--- config.mk ---
export PLATFORM = sky130hd
export DESIGN_NAME = btb_update_ctrl
export DESIGN_NICKNAME = d
export VERILOG_FILES = /design/src/rtl/btb_update_ctrl.sv
export SDC_FILE = /design/constraint.sdc
export NUM_CORES = 1
export LEC_CHECK = 0
export BUFFER_PORTS_ARGS = -buffer_cell sky130_fd_sc_hd__buf_2
export CAP_MARGIN = 15
export CORE_AREA = 2 2 147 135
export CTS_CLUSTER_DIAMETER = 60
export DETAILED_ROUTE_END_ITERATION = 8
export DIE_AREA = 0 0 149 137
export GPL_TIMING_DRIVEN = 0
export PLACE_DENSITY_LB_ADDON = 0.2
export SLEW_MARGIN = 30
export SYNTH_ARGS = -nofsm -noshare
export SYNTH_HDL_FRONTEND = slang
export SYNTH_SLANG_ARGS = --single-unit
export TNS_END_PERCENT = 10
--- constraint.sdc ---
create_clock -name clk -period 3.8 [get_ports clk]
set_input_delay 0 -clock clk [delete_from_list [all_inputs] [get_ports clk]]
set_output_delay 0 -clock clk [all_outputs]
set_load 0.005 [all_outputs]
--- src/rtl/btb_update_ctrl.sv ---
// BTB write sequencer: buffers stage-3 branch resolutions in a FIFO drained during
// non-stall cycles, and runs a full-table invalidate sweep that takes priority.
module btb_update_ctrl #(
    parameter int unsigned DEPTH = 4,
    parameter int unsigned IDX_W = 4,
    parameter int unsigned PC_W  = 32,
    parameter int unsigned CNT_W = 8
) (
    input  logic                       clk,
    input  logic                       rst,
    input  logic                       memory_stall,
    input  logic                       res_valid,
    input  logic [PC_W-1:0]            res_pc,
    input  logic                       res_taken,
    input  logic [PC_W-1:0]            res_target,
    input  logic                       inval_req,
    output logic                       upd_valid,
    output logic [PC_W-1:0]            upd_pc,
    output logic                       upd_taken,
    output logic [PC_W-1:0]            upd_target,
    output logic                       inv_valid,
    output logic [IDX_W-1:0]           inv_idx,
    output logic                       inval_busy,
    output logic                       q_full,
    output logic [$clog2(DEPTH):0]     q_count,
    output logic [CNT_W-1:0]           drop_cnt
);

    localparam int unsigned PTR_W = $clog2(DEPTH);
    localparam logic [PTR_W:0] FULL_CNT = (PTR_W+1)'(DEPTH);

    localparam logic [0:0] IDLE  = 1'b0;
    localparam logic [0:0] INVAL = 1'b1;

    logic [0:0]       state;
    logic [PTR_W-1:0] rd_ptr;
    logic [PTR_W-1:0] wr_ptr;
    logic [IDX_W-1:0] sweep;

    logic [PC_W-1:0]  pc_mem     [DEPTH];
    logic             taken_mem  [DEPTH];
    logic [PC_W-1:0]  target_mem [DEPTH];

    logic in_idle;
    logic pop;
    logic push;
    logic drop;

    always_comb begin
        in_idle    = (state == IDLE);
        q_full     = (q_count == FULL_CNT);
        pop        = in_idle && !memory_stall && (q_count != '0);
        // A full queue still accepts a push when the head leaves in the same cycle.
        push       = in_idle && res_valid && !inval_req && (!q_full || pop);
        drop       = in_idle && res_valid && !inval_req && q_full && !pop;
        upd_valid  = pop;
        upd_pc     = pc_mem[rd_ptr];
        upd_taken  = taken_mem[rd_ptr];
        upd_target = target_mem[rd_ptr];
        inv_valid  = !in_idle && !memory_stall;
        inv_idx    = sweep;
        inval_busy = !in_idle;
    end

    always_ff @(posedge clk) begin
        if (push) begin
            pc_mem[wr_ptr]     <= res_pc;
            taken_mem[wr_ptr]  <= res_taken;
            target_mem[wr_ptr] <= res_target;
        end
    end

    always_ff @(posedge clk) begin
        if (rst) begin
            state    <= IDLE;
            rd_ptr   <= '0;
            wr_ptr   <= '0;
            q_count  <= '0;
            sweep    <= '0;
            drop_cnt <= '0;
        end else if (in_idle) begin
            if (inval_req) begin
                // Flush discards queued updates without counting them as drops.
                state   <= INVAL;
                rd_ptr  <= '0;
                wr_ptr  <= '0;
                q_count <= '0;
                sweep   <= '0;
            end else begin
                if (push) wr_ptr <= wr_ptr + PTR_W'(1);
                if (pop)  rd_ptr <= rd_ptr + PTR_W'(1);
                if (push && !pop)
                    q_count <= q_count + (PTR_W+1)'(1);
                else if (pop && !push)
                    q_count <= q_count - (PTR_W+1)'(1);
                if (drop && (drop_cnt != '1))
                    drop_cnt <= drop_cnt + CNT_W'(1);
            end
        end else begin
            if (inval_req) begin
                sweep <= '0;
            end else if (!memory_stall) begin
                sweep <= sweep + IDX_W'(1);
                if (sweep == '1) state <= IDLE;
            end
        end
    end

endmodule
## Yosys cells after proc, flatten, opt, wreduce, memory -nomap -nowiden

Memories as Yosys holds them, arrays and structs flattened. A register that Yosys moved wholly into a read port is not among the register bits.
Cells that the tools add are included.

| operators by class | value |
|---|---|
| add/subtract/negate cells | 6 |
| eq/ne operators | 4 |
| bitwise logic cells | 2 |
| muxes and demuxes | 24 |
| reduce and logical (&&, ||, !) cells | 27 |

Operators with widths:

| cell | number |
|---|---|
| two-way mux 2 bit | 10 |
| two-way mux 4 bit | 4 |
| logical AND 1 bit | 11 |
| two-way mux 3 bit | 3 |
| adder 8 x 1 -> 8 bit (second input constant) | 1 |
| inequality test 8 bit (second input constant) | 1 |
| AND reduction 2 bit | 4 |
| two-way mux 1 bit | 7 |
| nonzero test 2 bit | 3 |
| nonzero test 3 bit | 2 |
| logical NOT 1 bit | 5 |
| adder 2 x 1 -> 2 bit (second input constant) | 2 |
| adder 4 x 1 -> 4 bit (second input constant) | 1 |
| == test 4 bit (second input constant) | 1 |
| adder 3 x 1 -> 3 bit (second input constant) | 1 |
| == test 3 bit (second input constant) | 1 |
| AND reduction 3 bit | 1 |
| subtractor 3 x 1 -> 3 bit (second input constant) | 1 |
| inequality test 2 x 1 -> 1 bit (second input constant) | 1 |
| NOT 1 bit | 2 |
| logical OR 1 bit | 1 |

| word-level totals | value |
|---|---|
| logic and storage cells | 72 |
| flip-flop bits (word level) | 20 |
| memories kept | 3 |
| memory bits (writable) | 260 |
| input bits | 70 |
| output and inout bits | 84 |

Memories:

| memory | depth | width | rd ports | clocked after Yosys merged registers in | write ports | RTL line | RTL |
|---|---|---|---|---|---|---|---|
| pc_mem | 4 | 32 | 1 | 1 | 1 | 40 | `logic [PC_W-1:0] pc_mem [DEPTH];` |
| target_mem | 4 | 32 | 1 | 1 | 1 | 42 | `logic [PC_W-1:0] target_mem [DEPTH];` |
| taken_mem | 4 | 1 | 1 | 1 | 1 | 41 | `logic taken_mem [DEPTH];` |

## Logic depth before layout (Yosys ltp)

Gate-level depths: netlist of the first run.

| depth | value |
|---|---|
| depth after elaboration | 10 |
| gate-level depth with buffers | 8 |

## Worst setup path before layout of the first run

Ideal clock, no wire load.

| timing path | value |
|---|---|
| path type | register to register |
| start | register state (netlist: inval_busy) |
| end | memory pc_mem[1][0], enable pin |
| arrival | 2.737 ns |
| setup time | 0.430 ns |
| cell stages (with the launch flop) | 5 |
| slack | 0.633 ns |
| path through | dfxtp_1 or2_2 clkbuf_1 nor3_1 and2_1 |

| on the way | value |
|---|---|
| word-level cells in the longest chain between the ends | 7 |

RTL lines:

| what | RTL line | RTL |
|---|---|---|
| start, declared | 35 | `logic [0:0] state;` |
| start signal, assigned | 75 | `state <= IDLE;` |
| start signal, assigned | 84 | `state <= INVAL;` |
| start signal, assigned | 104 | `if (sweep == '1) state <= IDLE;` |
| NOT 1 bit (no line) * | -- |  |
| logical AND 1 bit (2 in series) | 52 | `pop = in_idle && !memory_stall && (q_count != '0);` |
| logical OR 1 bit | 54 | `push = in_idle && res_valid && !inval_req && (!q_full \|\| pop);` |
| logical AND 1 bit * | 54 |  |
| two-way mux 1 bit * | 66 | `if (push) begin` |
| two-way mux 1 bit (implied by the code) * | 67 | `pc_mem[wr_ptr] <= res_pc;` |
| end, declared | 40 |  |

Mark *: on every way between the ends. The rest lies on a longest branch, timed or not.

## Worst setup path after layout of the first run

| timing path | value |
|---|---|
| start | register q_count[2] |
| end | register q_count[1] |

| on the way | value |
|---|---|
| word-level cells in the longest chain between the ends | 8 |

RTL lines:

| what | RTL line | RTL |
|---|---|---|
| start, declared | 25 | `output logic [$clog2(DEPTH):0] q_count,` |
| start signal, assigned | 93 | `q_count <= q_count + (PTR_W+1)'(1);` |
| start signal, assigned | 95 | `q_count <= q_count - (PTR_W+1)'(1);` |
| == test 3 bit or nonzero test 3 bit (tied branches) | 51, 52 |  |
| logical NOT 1 bit or logical AND 1 bit (tied branches) | 54, 52 |  |
| logical OR 1 bit | 54 |  |
| logical AND 1 bit | 54 |  |
| logical NOT 1 bit | 94 | `else if (pop && !push)` |
| logical AND 1 bit | 94 |  |
| nonzero test 3 bit (no line) | -- |  |
| AND reduction 2 bit (no line) | -- |  |

Several ways; a longest one is shown, not always the timed one.
A chain may end at the register's enable or synchronous reset.

==> results.txt, run 1 <==
The flow ran to the end, and the final reports show no timing, DRC or antenna violations. For the worst-skew pair, the clock arrives at the later sink with an insertion delay of 0.51 ns. The count of flip-flops with a built-in enable after synthesis was 260. In this run the worst setup path begins at q_count[2]. Global routing used 19.9% of the available tracks.

The startpoint identified for the worst register-to-register timing path is q_count[2]. The worst-margin pin slew works out to 0.701 ns. Headroom to the max-slew limit came out at 52.9%.

Setup violations remaining at the end of the flow were counted as 0. For this design the top-level I/O count stands at 154. Dividing total power by cell area gives a power density of 490 mW/mm^2. After synthesis, the share of flip-flops with an asynchronous set or reset is 0%. Net count of the mapped netlist: 561. On the final layout, the worst clock skew is 0.00552 ns. Average vias per placed instance: 5.60. The root buffer cell chosen for the clock tree is sky130_fd_sc_hd__clkbuf_16.

For this design, the sink count on the clock tree is 282. For this configuration, the core starts out at a cell density of 55.9%. Relative to the synthesized area, the layout overhead comes to 26.7%.

The leakage power figure was 0.00456 uW. The gate count after technology mapping came out at 484. The total number of nets in the final design is 818, and the average size of a mapped cell is 21.8 um^2.

Setup repair after global routing left no endpoint under its margin. The longest clock path from root to sink contains 3 buffers. The max-slew violation total from the final report is 0, and the number of I/O port buffers is 153.

The horizontal extent of the die is 149 um, and the number of buffers added for setup after CTS is 0. In this design, the critical path's most frequently occurring cell is sky130_fd_sc_hd__dlygate4sd3_1. The share of post-route cells with drive strength above 1 was 37.3%. Worst setup path category: register to register. Summed over all layers, the routed wires come to 20200 um. For the first-pass GRT wire length, the log shows 31000 um.

After clock tree synthesis, the clock-pin slew on the worst setup and hold paths is 0.06 ns. For the worst setup path, the data required time is 4.26 ns. The library cells used most frequently in the layout, excluding fill and tap cells, are sky130_fd_sc_hd__edfxtp_1, sky130_fd_sc_hd__buf_2, sky130_fd_sc_hd__dlygate4sd3_1. The critical path goes through or3_1, buf_6, a211oi_1, fa_1, nor3_1, a31oi_1, dlygate4sd3_1, o41ai_1, dlygate4sd3_1. In this run the most critical hold path is launched from res_pc[3]. The first detailed-routing pass took 4 iterations. Based on the critical path, the design can be clocked at up to 303 MHz. The repair_antennas step left the layout with diodes totalling 0. Across the run, the number of max-cap violations was 0. For the warning count from the yosys run, the log shows 0.

For the final cell count without fillers, the log shows 1011. On the final layout, the worst hold slack is 0.231 ns. Detailed placement finished with a half-perimeter wire length of 12200 um.

Among all stages on the critical path, the largest delay is contributed by sky130_fd_sc_hd__dlygate4sd3_1. Buffers inserted during clock tree synthesis total 27. The data arrival at the endpoint of the critical path was 3.75 ns.

The run gives 0 as the number of antenna violations at the first check in global routing. The tools report the worst setup slack before clock tree synthesis as 1.15 ns. The share of the Yosys chip area taken by registers is 78.2%.

The die covers 0.0204 mm^2. The largest net degree at the start of global routing came out at 35. Including well taps, the total number of placed cells is 891. The number of vias after detailed routing is 5662. Across the VDD grid, the largest voltage drop is 0.281 mV. The total standard cell area after synthesis is 0.0105 mm^2, and the via count of the first global-routing pass is 5808. Gates resized during post-CTS repair numbered 0.

On the critical path the largest part of the delay comes from buffers and inverters. After synthesis, the netlist uses 39 different library cells. For the number of cell rows, the log shows 48. Post-synthesis sequential element count: 282. Overflow left after global routing: 0. TritonCTS built the clock tree.

The number of buffers inserted for hold repair after clock tree synthesis was 71. The library cell used most frequently in the layout, excluding fill and tap cells, is sky130_fd_sc_hd__edfxtp_1. The worst setup path is captured at a register.

The worst setup path is launched from a register. The number of H-tree levels is 1. The detailed-route DRC error count is 0, and the height of the die is 137 um.

Together, buffers and inverters on the worst path number 3. The floorplan core area is 0.0189 mm^2, and the largest stage delay on the critical path is 0.61 ns. For this block, the initial DRC count from the detailed router was 342.

Of all nets on the critical path, the largest fanout is 8. The run gives 0.873 as the placer congestion estimate. The min-delay analysis places its worst path in the category input pin to register. After layout, the worst path uses 86.7% of the clock period. The wire length per cell after detailed routing was 20.0 um.

The predominant post-synthesis flop cell was sky130_fd_sc_hd__edfxtp_1. The count of endpoints failing hold in the final timing report is 0. The clock period minus worst slack was 3.29 ns. The tools report the sum of internal, switching and leakage power as 6540 uW. The residual antenna-violating net count after detailed routing was 0.

Post-route worst setup slack: 0.505 ns.
[logic make-up (layout without fill, tap and decap cells)]
group                    after synthesis  after routing  synth area share, %
flip-flops                           282            282                 78.2
multiplexers                          67             67                 14.1
AND/OR/NAND/NOR                       61             61                 3.37
AO/OA/AOI/OAI                         34             34                 1.93
buffers and inverters                 30            307                 1.21
adder cells (fa/ha/maj)                7              7                0.902
XOR/XNOR                               3              3                0.249
[per-stage QoR]
step                util (%)  cell area (um^2)  setup TNS (ns)
floorplan                  -             10500               0
global placement        61.6             11600         -170.64
detailed placement      62.1             11700               0
CTS                     70.8             13400               0
global route            70.8             13400               0
finish                  70.8             13400               0
[registers in the layout, indices dropped and copies added (netlist names), named ones only]
name,count
rd_ptr,2
inval_busy,1
q_count,3
taken_mem,4
target_mem,128
drop_cnt,8
inv_idx,4
pc_mem,128
wr_ptr,2
[routing by layer]
layer / share of wire [%] / vias to the layer above / track usage [%]
met3: 6.8 / 27 / 3.93
met2: 51 / 195 / 33.8
met4: 1.7 / 0 / 4.66
met1: 41 / 2893 / 27.0
met5: 0 / - / 0
li1: - / 2547 / -
[cell type report]
type,count,area [um^2]
Sequential cell,282,8250
Fill cell,1185,5500
Multi-Input combinational cell,172,2180
Timing Repair Buffer,228,1560
Clock buffer,34,786
Tap cell,250,313
Clock inverter,15,151
Buffer,23,101
Inverter,7,26.3
[synthesized netlist by cell type (6+ instances only)]
cell type	n	area, um^2
sky130_fd_sc_hd__ha_1	6	75.1
sky130_fd_sc_hd__inv_1	7	26.3
sky130_fd_sc_hd__o21ai_0	8	40.0
sky130_fd_sc_hd__edfxtp_1	260	7810
sky130_fd_sc_hd__a21oi_1	12	60.1
sky130_fd_sc_hd__nand2_1	7	26.3
sky130_fd_sc_hd__mux4_2	65	1460
sky130_fd_sc_hd__dfxtp_1	22	440
sky130_fd_sc_hd__nor2_1	7	26.3
sky130_fd_sc_hd__clkbuf_1	14	52.6
sky130_fd_sc_hd__nand3_1	6	30.0
sky130_fd_sc_hd__buf_2	6	30.0
sky130_fd_sc_hd__nor3_1	11	55.1
[power breakdown]
| part | internal [uW] | switching [uW] | total [uW] | leakage, uW |
|---|---|---|---|---|
| registers | 3440 | 17.4 | 3450 | 0.00253 |
| logic | 191 | 168 | 359 | 0.00156 |
| clock network | 1660 | 1060 | 2730 | 0.000470 |
| total | 5290 | 1250 | 6540 | 0.00456 |
[final timing paths]
check                                    end  slack (ns)  depth (start not counted)
worst min register to register   drop_cnt[5]        0.49                          2
worst min-delay path            pc_mem[3][3]        0.23                          2
worst max-delay path              q_count[1]        0.51                          9
worst max register to register    q_count[1]        0.51                          9
(Power assumes the default switching activity.)
==> run 2: changes to the inputs <==
- RECOVER_POWER: unset -> 100
==> results.txt, run 2 (same netlist as run 1, synthesis figures left out) <==
The tools report the worst endpoint required time as 4.26 ns. The slowest stage of the critical path is the sky130_fd_sc_hd__dlygate4sd3_1 cell. Prior to clock tree synthesis, the placed netlist has a worst setup slack of 1.15 ns. The worst-margin pin slew was 0.913 ns. The first routing iteration left 385 violations. The via count of the first global-routing pass was 5808.

The tools report the max-slew violation total from the final report as 0. For this run, the total global-route usage over all layers was measured as 19.9%. Setup slack closes at 0.425 ns.

The power density over cell area was 496 mW/mm^2; the clock transition at the register clock pins on the worst setup and hold paths after CTS was 0.06 ns. Setup violations remaining at the end of the flow were counted as 0. The logs give 5 for the detailed-router iteration count before antenna repair and 12200 um for the final HPWL from detailed placement. The horizontal extent of the die was 149 um. In the final routed layout, each cell accounts on average for 20.0 um. After the last flow step, the layout net total stands at 818. The min-delay analysis places its worst path in the category input pin to register. Derived from the worst setup path, the maximum achievable clock frequency is 296 MHz. The number of cells on the worst hold path was 2; the height of the die was 137 um.

Data on the critical path arrives at its endpoint at 3.83 ns. The count of nets left with antenna violations once routing finished came out at 0. Setup repair after global routing left no endpoint under its margin. The area growth from synthesis to layout is 24.7%. The kind of start point of the critical path was a register. The final route contains 5663 vias. The analysis attributes to cell leakage a power of 0.00420 uW. Of the cells placed in the final design, the portion with a size suffix greater than 1 is 21.8%. The headroom to the max-slew limit was 39.1%; the final worst-path cycle share was 88.8%. The placer congestion estimate came out at 0.873. For the largest net degree at the start of global routing, the log shows 35. For the effective utilization at floorplan, the log shows 55.9%. Subtracting the final worst setup slack from the clock period gives 3.37 ns.

For this run, the slowest stage of the critical path takes 0.61 ns. Overflow left after global routing: 0. The first global-routing pass estimated 31000 um of wire.

The largest registers in the layout are pc_mem x128, target_mem x128, drop_cnt x8. For the worst flop-to-flop path, the logic depth is 9. The number of antenna violations at the first check in global routing was 0. The average vias per placed instance came out at 5.60. The run gives 0.0204 mm^2 as the overall die area.

Once the clock tree was built, the setup fixing pass inserted 0 buffers. The total clock sinks was 282. The library cells used most frequently in the layout, excluding fill and tap cells, are sky130_fd_sc_hd__edfxtp_1, sky130_fd_sc_hd__clkbuf_1, sky130_fd_sc_hd__dlygate4sd3_1. The number of H-tree levels is 1. In this run the worst path has a maximum fanout of 8. At the later pin of the worst-skew pair, clock insertion delay measures 0.51 ns.

Max-cap violations in this run came to 0. Among the stages of the critical path, the cell type that occurs most often is sky130_fd_sc_hd__dlygate4sd3_1. Number of I/O port buffers: 153. The worst setup path category was register to register. Power comes to 6520 uW. For the antenna diode instance count, the log shows 0.

Across the VDD grid, the largest voltage drop is 0.280 mV. Walking the worst path, the cells encountered are or3_1, clkbuf_1, a211oi_1, fa_1, nor3_1, a31oi_1, dlygate4sd3_1, o41ai_1, dlygate4sd3_1. The number of cell rows is 48, and the number of primary I/O pins is 154. TritonCTS built the clock tree. The core region is 0.0189 mm^2.

Wires add up to 20200 um. The count of endpoints failing hold in the final timing report is 0, and the TritonCTS buffer count is 27. The detailed-route DRC error count was 0. The run finished with clean final reports.

STA classifies the critical path endpoint as a register. Number of buffers on the longest clock path: 3. The tree is rooted in a sky130_fd_sc_hd__clkbuf_16. Cells fill 69.7% of the core in the end. On the final layout, the worst clock skew is 0.00700 ns. Across all hold checks on the routed design, the worst slack comes to 0.281 ns. The library cell used most frequently in the layout, excluding fill and tap cells, is sky130_fd_sc_hd__edfxtp_1.
==> run 2: worst paths after layout <==
check,start,to,slack (ns)
setup / recovery,q_count[2],q_count[1],0.43
hold / removal,res_target[13],target_mem[0][13],0.28
setup reg to reg,q_count[2],q_count[1],0.43
hold reg to reg,drop_cnt[5],drop_cnt[5],0.50
==> run 2: metrics by stage <==
step | setup TNS, ns | cells | cell area [um^2]
finish | 0 | 1011 | 13100
global route | 0 | 1011 | 13100
global placement | -170.64 | 887 | 11600
detailed placement | 0 | 891 | 11700
CTS | 0 | 1011 | 13400
floorplan | 0 | 484 | 10500
==> run 2: worst max-delay path: cells and delay by family (launching register included) <==
kind | cells | cell delay (ns)
DFF | 1 | 0.38
AOI/OAI and AO/OA | 3 | 0.48
adders and majority gates | 1 | 0.48
buffers and inverters | 3 | 1.37
and+or+nand+nor | 2 | 0.61
==> run 2: final cells by class <==
| type | instances | area [um^2] |
|---|---|---|
| clock buffers | 34 | 786 |
| well taps | 250 | 313 |
| plain buffers | 23 | 86.3 |
| flip-flops and latches | 282 | 8250 |
| fillers | 1247 | 5710 |
| repair buffers | 228 | 1370 |
| multi-input cells | 172 | 2170 |
| inverters | 7 | 26.3 |
| clock inverters | 15 | 151 |
==> run 2: routing by layer <==
layer  track usage, %  wire [um]
met4             4.66        342
met5                0          0
met1             27.0       8350
met3             3.93       1300
met2             33.8      10200
==> run 2: repair_timing <==
action	CTS	global route
hold buffers	71	0
resized for setup	0	0
hold endpoints to repair	272	0
==> run 2: where the power goes <==
part | internal, uW | switching, uW | leakage, uW
clock network | 1660 | 1060 | 0.000470
registers | 3440 | 17.4 | 0.00253
logic | 167 | 169 | 0.00120
total | 5270 | 1250 | 0.00420
==> run 3: changes to the inputs <==
- ABC_AREA: unset -> 1
- CORE_AREA: 2 2 147 135 -> 2 2 149 136
- DIE_AREA: 0 0 149 137 -> 0 0 151 138
==> results.txt, run 3 <==
The run finished with clean final reports. The cell seen most often among critical-path stages is sky130_fd_sc_hd__clkbuf_1. The placer congestion estimate is 0.779. The overflow left after global routing was 0; the number of primary I/O pins was 154.

The first global-routing pass estimated 38200 um of wire. Across the VDD grid, the largest voltage drop is 0.417 mV. The final worst-path cycle share came out at 76.0%.

Port buffering added 152 buffers. Traced cell by cell, the critical path runs through clkbuf_1, inv_1, clkbuf_1, buf_6, o21ai_0, o22ai_1, clkbuf_1. The synthesized design spends more area on one cell type than any other, namely sky130_fd_sc_hd__edfxtp_1.

The run gives 0.00218 mm^2 as the multi-input gate area in the final layout. The sum of internal, switching and leakage power was 6970 uW. In the final layout, the registers with the most flip-flops are pc_mem x128, target_mem x128, drop_cnt x8. The post-route standard cell area excluding fillers is 0.0137 mm^2, and the height of the die is 138 um. The worst hold path belongs to the class input pin to register. The run gives 0 as the count of maximum capacitance violations. The detailed-router iteration count before antenna repair was 6. At the worst endpoint, the required time is 3.80 ns. The largest stage delay on the critical path is 0.53 ns, and the leakage power figure is 0.00473 uW. The number of buffers on the longest clock path came out at 3. The routed layout has 7361 vias. Total number of nets in the final design: 1142.

The most repeated cell in the gate-level netlist after synthesis is sky130_fd_sc_hd__edfxtp_1. For the net count of the mapped netlist, the log shows 874. The tools report the number of H-tree levels as 1. Slowest stage cell on the critical path: sky130_fd_sc_hd__dfxtp_1.

In this run the worst path has a maximum fanout of 10. Wires add up to 24500 um. After synthesis the cells add up to 0.0108 mm^2. TritonCTS built the clock tree. The most used flip-flop cell after synthesis is sky130_fd_sc_hd__edfxtp_1. The average vias per placed instance is 5.47. Of the cells placed in the final design, the portion with a size suffix greater than 1 is 11.2%. Compared with the post-synthesis result, the final layout area differs by 27.1%. Entering global routing, the biggest net connects 21 pins. The count of endpoints failing hold in the final timing report was 0; the clock period minus worst slack was 2.89 ns. For the count of fill cells added during filler insertion, the log shows 1405. Between clock sinks in the finished design, the worst skew comes to 0.0219 ns.

The tools report the kind of start point of the critical path as a register. Excluding fillers, the count of instances in the completed layout stands at 1345. In the global route stage, overall resource usage came out at 23.6%. After the first detailed-routing iteration, the DRC count stood at 567. Number of gates resized after cts: 0. The detailed-route DRC error count is 0.

The tools report the number of antenna violations at the first check in global routing as 1. The area occupied by registers was 0.00825 mm^2. At the pin with the least slew margin, the transition time is 1.09 ns.

Buffers inserted during clock tree synthesis total 29. The overall die area was 0.0208 mm^2. The core region is 0.0195 mm^2.

The run gives 7308 as the via count of the first global-routing pass. The fraction of synthesis flops using an asynchronous set or reset pin came out at 0%. Setup repair after global routing left no endpoint under its margin. The tools report the root buffer cell as sky130_fd_sc_hd__clkbuf_16. The run gives 32 as the count of different cell masters after synthesis. Hold timing on the final database bottoms out at a slack of 0.257 ns. Worst setup path category: register to output pin. Yosys mapped a number of flops with a built-in enable equal to 260. The max-slew violation total from the final report is 0.

Commonest non-fill, non-tap cell in the layout: sky130_fd_sc_hd__edfxtp_1. Synthesis produced a netlist whose cell count is 797. The power density over cell area is 508 mW/mm^2, and the number of cell rows is 49. The logs give 346 MHz for the highest attainable clock frequency and 282 for the total clock sinks. For the number of buffers added for setup after CTS, the log shows 0. For this configuration, the core starts out at a cell density of 55.4%.

Dividing the detail-routed wire length by the instance count gives 18.2 um. After synthesis, the most frequently instantiated cells are sky130_fd_sc_hd__edfxtp_1, sky130_fd_sc_hd__nor2_1, sky130_fd_sc_hd__o21ai_0. Summing the sequential cell areas from Yosys gives 76.3% of the chip area. The average size of a mapped cell is 13.6 um^2. The sort of element at the end of the critical path was an output pin. The horizontal extent of the die is 151 um. After synthesis, the cell types taking the most area are sky130_fd_sc_hd__edfxtp_1, sky130_fd_sc_hd__o21ai_0, sky130_fd_sc_hd__nor2_1. After clock tree synthesis, the clock-pin slew on the worst setup and hold paths is 0.06 ns. Setup violations remaining at the end of the flow were counted as 0. Headroom to the max-slew limit came out at 27.2%. In this run, placement finished with an instance count of 1217.

The tools report the residual antenna-violating net count after detailed routing as 0. After detailed placement, the total cell area comes to 0.0123 mm^2. The tools report the clock latency at the later pin of the worst-skew pair as 0.54 ns. Cells fill 70.4% of the core in the end. The synthesized design devotes to its leading area cell type 72.3% of total area.

The top cell types in the final layout, fill and taps aside, are sky130_fd_sc_hd__edfxtp_1, sky130_fd_sc_hd__nor2_1, sky130_fd_sc_hd__clkbuf_1. Counting flops and latches in the post-synthesis netlist gives 282. The Yosys step of the flow raised 0 warnings. For the worst setup path, the data arrival time is 2.89 ns. After legalization and detailed placement, the total HPWL measured 14800 um.
==> run 3: changes by cell type after synthesis, moves of 8 or more <==
cell / before / now
sky130_fd_sc_hd__o21ai_0: 8 / 127
sky130_fd_sc_hd__o21ai_1: 0 / 13
sky130_fd_sc_hd__clkbuf_1: 14 / 28
sky130_fd_sc_hd__nand2_1: 7 / 33
sky130_fd_sc_hd__nor2_1: 7 / 153
sky130_fd_sc_hd__inv_1: 7 / 27
sky130_fd_sc_hd__o22ai_1: 0 / 65
sky130_fd_sc_hd__mux4_2: 65 / 0
sky130_fd_sc_hd__nor3_1: 11 / 2
sky130_fd_sc_hd__buf_4: 0 / 8
==> run 3: cells by family (layout without fill, tap and decap cells) <==
| logic type | after synthesis | in the layout | share of synthesized area (%) |
|---|---|---|---|
| flops | 282 | 282 | 76.3 |
| xor+xnor | 5 | 5 | 0.405 |
| other cells | 0 | 2 | 0 |
| compound gates | 222 | 222 | 11.1 |
| simple gates | 206 | 206 | 7.98 |
| fa+ha+maj | 7 | 7 | 0.880 |
| buf+inv | 75 | 366 | 3.30 |
==> run 3: final timing paths <==
path	start	endpoint	slack (ns)	cells past startpoint
setup / recovery	register	upd_target[10]	0.91	7
hold / removal	res_target[27]	target_mem[0][27]	0.26	2
setup reg to reg	q_count[0]	pc_mem[1][18]	0.97	7
hold reg to reg	inv_idx[3]	inv_idx[3]	0.48	1
==> run 3: through the flow <==
step	setup WS [ns]	TNS, ns
global route	0.716	0
detailed placement	1.56	0
finish	0.912	0
global placement	-2.23	-561.88
CTS	1.43	0
floorplan	-0.237	-61.54
==> run 3: worst max-delay path: cells and delay by family (launching register included) <==
kind / cells / cell delay, ns
AO/OA/AOI/OAI: 2 / 0.37
flip-flops: 1 / 0.53
buffers and inverters: 5 / 1.44
==> run 3: final cells by class <==
cell class / count / share of cell area, %
antenna: 2 / 0.0364
multi-input combinational: 440 / 15.9
clock inverter: 13 / 1.16
sequential: 282 / 60.1
inverter: 31 / 0.866
buffer: 44 / 1.61
timing repair buffer: 237 / 12.1
tap: 255 / 2.32
clock buffer: 41 / 5.98
==> run 3: power breakdown <==
| group | internal, uW | switching (uW) | total (uW) |
|---|---|---|---|
| Sequential | 3450 | 21.0 | 3470 |
| Combinational | 251 | 411 | 662 |
| Clock | 1710 | 1130 | 2840 |
==> run 3: per-layer routing <==
metal,share of wire (%),track usage [%]
met1,42,32.3
met2,49,39.3
met3,7.2,3.76
met5,0,0
met4,2.3,7.38
==> run 3: repair_timing <==
action,in CTS,in global routing
hold endpoints to repair,275,0
hold buffers,72,0
endpoints found under the setup margin,0,0
